File: config.mk
export PLATFORM = sky130hd
export DESIGN_NAME = spi_ram_ctrl_flat
export DESIGN_NICKNAME = d
export VERILOG_FILES = /design/src/rtl/spi_ram_ctrl_if.sv /design/src/rtl/spi_ram_ctrl.sv /design/src/flat_wrapper.sv
export SDC_FILE = /design/constraint.sdc
export NUM_CORES = 2
export LEC_CHECK = 0
export CORE_MARGIN = 3
export CORE_UTILIZATION = 57
export DETAILED_ROUTE_END_ITERATION = 12
export GPL_TIMING_DRIVEN = 0
export PLACE_DENSITY_LB_ADDON = 0.05
export SLEW_MARGIN = 15
export SYNTH_ARGS = -nofsm -noshare
export SYNTH_HDL_FRONTEND = slang
export SYNTH_SLANG_ARGS = --single-unit
File: constraint.sdc
create_clock -name clk -period 2.6 [get_ports clk]
set_input_delay 0.26 -clock clk [delete_from_list [all_inputs] [get_ports clk]]
set_output_delay 0.26 -clock clk [all_outputs]
set_load 0.01 [all_outputs]
File: src/rtl/spi_ram_ctrl_if.sv
// Command/response bus between the SPI slave and the RAM controller.
// The master side is the SPI slave (drives rx words); the slave side is the RAM controller.
interface spi_ram_ctrl_if #(
  parameter int unsigned DATA_WIDTH = 8
);
  logic [9:0]            din;
  logic                  rx_valid;
  logic [DATA_WIDTH-1:0] dout;
  logic                  tx_valid;
  logic                  cmd_err;

  modport master (
    output din,
    output rx_valid,
    input  dout,
    input  tx_valid,
    input  cmd_err
  );

  modport slave (
    input  din,
    input  rx_valid,
    output dout,
    output tx_valid,
    output cmd_err
  );
endinterface

File: src/rtl/spi_ram_ctrl.sv
// Single-port read-first RAM behind an SPI slave: decodes 2-bit commands, keeps
// write/read address registers with write auto-increment, and presents read data.
module spi_ram_ctrl #(
  parameter int unsigned MEM_DEPTH  = 256,
  parameter int unsigned ADDR_SIZE  = 8,
  parameter int unsigned DATA_WIDTH = 8
) (
  input  logic           clk,
  input  logic           rst,
  spi_ram_ctrl_if.slave  bus
);

  localparam logic [1:0] CMD_WR_ADDR = 2'b00;
  localparam logic [1:0] CMD_WR_DATA = 2'b01;
  localparam logic [1:0] CMD_RD_ADDR = 2'b10;
  localparam logic [1:0] CMD_RD_DATA = 2'b11;

  typedef enum logic [1:0] {
    S_IDLE      = 2'd0,
    S_RD_ACCESS = 2'd1,
    S_TX_HOLD   = 2'd2
  } state_t;

  logic [DATA_WIDTH-1:0] r_mem [MEM_DEPTH];

  logic [ADDR_SIZE-1:0]  r_wr_addr;
  logic [ADDR_SIZE-1:0]  r_rd_addr;
  logic                  r_wr_addr_vld;
  logic                  r_rd_addr_vld;
  logic [DATA_WIDTH-1:0] r_ram_q;
  logic [DATA_WIDTH-1:0] r_ram_oreg;
  logic [DATA_WIDTH-1:0] r_dout;
  logic                  r_tx_valid;
  logic                  r_cmd_err;
  state_t                r_state;
  logic                  r_acc_phase;

  logic [1:0]            w_cmd;
  logic [DATA_WIDTH-1:0] w_payload;
  logic [ADDR_SIZE-1:0]  w_addr;
  logic                  w_wr_en;
  logic                  w_rd_en;
  logic                  w_err;
  logic                  w_drop;
  logic                  w_oreg_en;
  state_t                w_state_nxt;
  logic                  w_acc_phase_nxt;
  logic [DATA_WIDTH-1:0] w_dout_nxt;
  logic                  w_tx_valid_nxt;
  logic                  w_cmd_err_nxt;

  assign w_cmd     = bus.din[9:8];
  assign w_payload = bus.din[DATA_WIDTH-1:0];
  assign w_addr    = bus.din[ADDR_SIZE-1:0];

  assign w_wr_en = bus.rx_valid && (w_cmd == CMD_WR_DATA) && r_wr_addr_vld;
  assign w_rd_en = bus.rx_valid && (w_cmd == CMD_RD_DATA) && r_rd_addr_vld;
  assign w_err   = bus.rx_valid &&
                   (((w_cmd == CMD_WR_DATA) && !r_wr_addr_vld) ||
                    ((w_cmd == CMD_RD_DATA) && !r_rd_addr_vld));
  // A rejected RD_DATA leaves the FSM untouched; every other accepted word releases TX_HOLD.
  assign w_drop  = bus.rx_valid && !((w_cmd == CMD_RD_DATA) && !r_rd_addr_vld);

  assign w_oreg_en = (r_state == S_RD_ACCESS) && !r_acc_phase;

  // RAM core: write and read share the edge order so a read sees pre-write data.
  always_ff @(posedge clk) begin
    if (w_wr_en) begin
      r_mem[r_wr_addr] <= w_payload;
    end
    if (w_rd_en) begin
      r_ram_q <= r_mem[r_rd_addr];
    end
    if (w_oreg_en) begin
      r_ram_oreg <= r_ram_q;
    end
  end

  // Address registers and their valid flags.
  always_ff @(posedge clk) begin
    if (rst) begin
      r_wr_addr     <= '0;
      r_rd_addr     <= '0;
      r_wr_addr_vld <= 1'b0;
      r_rd_addr_vld <= 1'b0;
    end else if (bus.rx_valid) begin
      case (w_cmd)
        CMD_WR_ADDR: begin
          r_wr_addr     <= w_addr;
          r_wr_addr_vld <= 1'b1;
        end
        CMD_WR_DATA: begin
          if (r_wr_addr_vld) begin
            r_wr_addr <= r_wr_addr + ADDR_SIZE'(1);
          end
        end
        CMD_RD_ADDR: begin
          r_rd_addr     <= w_addr;
          r_rd_addr_vld <= 1'b1;
        end
        default: begin
          r_rd_addr_vld <= 1'b0;
        end
      endcase
    end
  end

  // FSM state register; r_acc_phase marks the second RD_ACCESS cycle.
  always_ff @(posedge clk) begin
    if (rst) begin
      r_state     <= S_IDLE;
      r_acc_phase <= 1'b0;
    end else begin
      r_state     <= w_state_nxt;
      r_acc_phase <= w_acc_phase_nxt;
    end
  end

  // Next-state logic.
  always_comb begin
    w_state_nxt     = r_state;
    w_acc_phase_nxt = 1'b0;
    case (r_state)
      S_IDLE: begin
        if (w_rd_en) begin
          w_state_nxt = S_RD_ACCESS;
        end
      end
      S_RD_ACCESS: begin
        if (!r_acc_phase) begin
          w_acc_phase_nxt = 1'b1;
        end else begin
          w_state_nxt = S_TX_HOLD;
        end
      end
      S_TX_HOLD: begin
        if (w_rd_en) begin
          w_state_nxt = S_RD_ACCESS;
        end else if (w_drop) begin
          w_state_nxt = S_IDLE;
        end
      end
      default: begin
        w_state_nxt = S_IDLE;
      end
    endcase
  end

  // Output logic feeding the registered outputs.
  always_comb begin
    w_dout_nxt     = r_dout;
    w_tx_valid_nxt = r_tx_valid;
    w_cmd_err_nxt  = w_err;
    case (r_state)
      S_RD_ACCESS: begin
        if (r_acc_phase) begin
          w_dout_nxt     = r_ram_oreg;
          w_tx_valid_nxt = 1'b1;
        end
      end
      S_TX_HOLD: begin
        if (w_drop) begin
          w_tx_valid_nxt = 1'b0;
        end
      end
      default: begin
        w_tx_valid_nxt = 1'b0;
      end
    endcase
  end

  always_ff @(posedge clk) begin
    if (rst) begin
      r_dout     <= '0;
      r_tx_valid <= 1'b0;
      r_cmd_err  <= 1'b0;
    end else begin
      r_dout     <= w_dout_nxt;
      r_tx_valid <= w_tx_valid_nxt;
      r_cmd_err  <= w_cmd_err_nxt;
    end
  end

  assign bus.dout     = r_dout;
  assign bus.tx_valid = r_tx_valid;
  assign bus.cmd_err  = r_cmd_err;

endmodule

File: src/flat_wrapper.sv
// flat-port wrapper written by rule: the top's interface ports become plain ports
module spi_ram_ctrl_flat 
#(
  parameter int unsigned MEM_DEPTH  = 256,
  parameter int unsigned ADDR_SIZE  = 8,
  parameter int unsigned DATA_WIDTH = 8
)
  (clk, rst, bus_din, bus_rx_valid, bus_dout, bus_tx_valid, bus_cmd_err);
  spi_ram_ctrl_if #(.DATA_WIDTH(DATA_WIDTH)) bus_i ();
  input  logic clk;
  input  logic rst;
  input wire logic [$bits(bus_i.din)-1:0] bus_din;
  input wire logic [$bits(bus_i.rx_valid)-1:0] bus_rx_valid;
  output wire logic [$bits(bus_i.dout)-1:0] bus_dout;
  output wire logic [$bits(bus_i.tx_valid)-1:0] bus_tx_valid;
  output wire logic [$bits(bus_i.cmd_err)-1:0] bus_cmd_err;
  assign bus_i.din = bus_din;
  assign bus_i.rx_valid = bus_rx_valid;
  assign bus_dout = bus_i.dout;
  assign bus_tx_valid = bus_i.tx_valid;
  assign bus_cmd_err = bus_i.cmd_err;
  spi_ram_ctrl #(.MEM_DEPTH(MEM_DEPTH), .ADDR_SIZE(ADDR_SIZE), .DATA_WIDTH(DATA_WIDTH)) u_core (.clk(clk), .rst(rst), .bus(bus_i));
endmodule
==> impl_metrics.ini <==
[outcome]
status = finished, violations left
violations = setup timing

[run]
cap_violations = 0

[logic_synthesis]
postSynth.asyncResetShare_pct = 0
syn_area_per_cell_um2 = 20.83
synth_ff_type = edfxtp_1
syn-num-nets = 3932
synth_edf_count = 2064
synth_top_cell_by_area = edfxtp_1
ys_warn_count = 0
yosys-top-cells-area = edfxtp_1, mux4_2, mux2i_1
ys_types = 57
seq_area_frac_synth_pct = 76.77
synth_cells = 3915
synth_area_mm2 = 0.08154
netlist.area_leader.share_pct = 76.01
ys_ff_latch = 2095

[min_path]
hold_path_class = in -> reg

[sta]
timing.hold.ws_ns = 0.1135
setup_viol = 39
skew_ns = 0.02487
tightest_slew_ns = 1.175
setup_ws_ns = -0.6600
max_slew_margin_pct = 21.08
rsz0062_at_grt = true
slew_viol_final = 0
max_freq_mhz = 306.7
hold_viol_final = 0
fin_crit_sh_pct = 125.4
period_minus_slack_ns = 3.260
setup-tns-final_ns = -5.660

[finish]
design_area_mm2 = 0.09726
nets = 4304
fin_util_pct = 68.61
instances_no_fill = 6360
drive_gt1_share_pct = 35.17
layout_commonest_cell = edfxtp_1
area_delta_synth_final_pct = 19.28
layout_common_cells = edfxtp_1, mux4_2, clkbuf_16, nor2_4, mux2i_1

[floorplan]
chipHeight_um = 384.2
die_w_um = 384.2
core_mm2 = 0.1418
die_area_mm2 = 0.1476
start_util_pct = 57.52
ios = 23
rows = 138

[grt]
grt_pass1_vias = 42900
antenna_found_initial = 9
grt-ovfl-total = 0
grt_max_degree = 146
grt_pass1_wl_um = 361200
grtUsageTotal_pct = 36.73

[detailed_routing]
avgRoutedWirePerCell_um = 42.02
wirelength_um = 267200
top_layer_used = met5
avgViaCountPerCell = 7.041
drt-met1-wl_um = 96510
ant_nets = 0
vias = 44780
drt_pass1_iterations = 6
drc = 0
wl_met3_um = 36880
wl_met2_um = 117700
drt_iter0_drc = 7430

[placement]
placed_cell_area_mm2 = 0.08466
pre_cts_ws_ns = -2.926
dp_cells = 5845
place_hpwl_um = 171800
gp_congestion = 0.9897
port_buffers = 21

[worst_setup_path]
endpoint_kind = flop
worst_ep_required_time_ns = 3.17
crit_slowest_cell = o31ai_4
cp_max_fo = 10
crit_path_cell_trace = buf_4, clkbuf_4, buf_6, buf_6, mux2i_4, nor2_2, o31ai_4, nand3_4, and4_4
arrival_ns = 3.83
cp_common_cell = buf_6
critPathKind = reg -> reg
critical-path-max-stage-delay_ns = 0.49
critPathLaunchType = flop

[clocking]
cts_tree = yes
clk_pin_slew_ns = 0.06
clockBufferDepth = 3
cts_inserted_buffers = 206
clk-insertion-delay-late_ns = 0.83
cts_max_level = 4
cts.sinks = 2095
cts-root-buf = clkbuf_16

[power_and_ir_drop]
power_leakage_nw = 28.96
power_per_cell_area_mw_per_mm2 = 721.6
ir_worst_vdd_v = 0.0006627
fin_total_pwr_mw = 70.19
## sequential cells by signal, summed over array words and instances (netlist names)
register and count:
u_core.bus.dout 8, u_core.r_wr_addr 8, u_core.bus.cmd_err 1, u_core.bus.tx_valid 1, u_core.r_wr_addr_vld 1, u_core.r_rd_addr_vld 1
u_core.r_state 2, u_core.r_ram_oreg 8, u_core.r_acc_phase 1, u_core.r_mem 2048, u_core.r_ram_q 8, u_core.r_rd_addr 8
## where the power goes
part	switching, mW	internal, mW
sequential	0.0246	37.1
clock	12.8	17.0
combinational	2.22	1.10
total	15.0	55.2
## path summary, 6_finish.rpt
kind / from / end / slack (ns) / cells after the start
hold / removal: bus_din[8] / u_core.r_ram_q[4] / 0.11 / 3
setup reg to reg: u_core.r_rd_addr[3] / u_core.r_ram_q[2] / -0.66 / 9
hold reg to reg: u_core.r_ram_q[0] / u_core.r_ram_oreg[0] / 0.42 / 0
setup / recovery: u_core.r_rd_addr[3] / u_core.r_ram_q[2] / -0.66 / 9
## final cells by class
class | count | area, um^2
inverters | 8 | 35.03
diodes | 6 | 15.01
multi-input cells | 1569 | 20360
fillers | 8877 | 44490
flip-flops and latches | 2095 | 62610
clock buffers | 261 | 5582
plain buffers | 233 | 3005
clock inverters | 124 | 1090
repair buffers | 174 | 2206
well taps | 1890 | 2365
## critical path, delay by kind of cell (launching register included)
kind / cells / cell delay [ns]
AO/OA/AOI/OAI: 1 / 0.49
AND/OR/NAND/NOR: 3 / 0.56
multiplexers: 1 / 0.36
flip-flops: 1 / 0.39
buffers and inverters: 4 / 1.15
## per-layer routing
| layer | track usage, % | vias to the layer above |
|---|---|---|
| met1 | 51.38 | 23640 |
| met2 | 52.30 | 3347 |
| li1 | - | 17130 |
| met4 | 18.87 | 6 |
| met3 | 11.98 | 652 |
| met5 | 0 | - |
## cell usage after synthesis (6+ instances only)
cell type / n
a22o_1: 19
a22oi_1: 50
buf_6: 26
o221ai_1: 52
buf_8: 11
and3_1: 6
o22ai_1: 32
inv_1: 7
nand3_1: 53
nand2_1: 110
nand2b_1: 15
nor2b_1: 25
a21oi_1: 79
o31ai_1: 11
a31oi_1: 8
buf_2: 67
edfxtp_1: 2064
o21ai_0: 21
mux4_2: 474
mux2_2: 16
nor3_1: 18
buf_1: 22
dfxtp_1: 31
nor2_1: 309
nor4_1: 8
mux4_1: 6
buf_4: 19
nand4_1: 10
a221oi_1: 7
or3_1: 8
mux2i_1: 143
o311ai_0: 10
a211oi_1: 29
clkbuf_1: 88
## repair_timing
action / in CTS / in global routing
setup buffers: 96 / 23
endpoints found under the hold margin: 444 / 0
gates cloned: 7 / 0
resized for setup: 977 / 185
setup endpoints to repair: 1985 / 1934
hold buffers: 9 / 0
pin swaps: 50 / 37
## logic make-up (layout without fill, tap and decap cells)
family                     count (synthesis)  count (layout)  synth area share [%]
buffers and inverters                    251             800                 1.844
AOI/OAI and AO/OA                        344             344                 2.968
adders and majority gates                  4               4               0.06138
muxes                                    639             639                 15.26
other                                      0               6                     0
and+or+nand+nor                          582             582                 3.096
DFF                                     2095            2095                 76.77
Power figures use the tool's default switching activity.
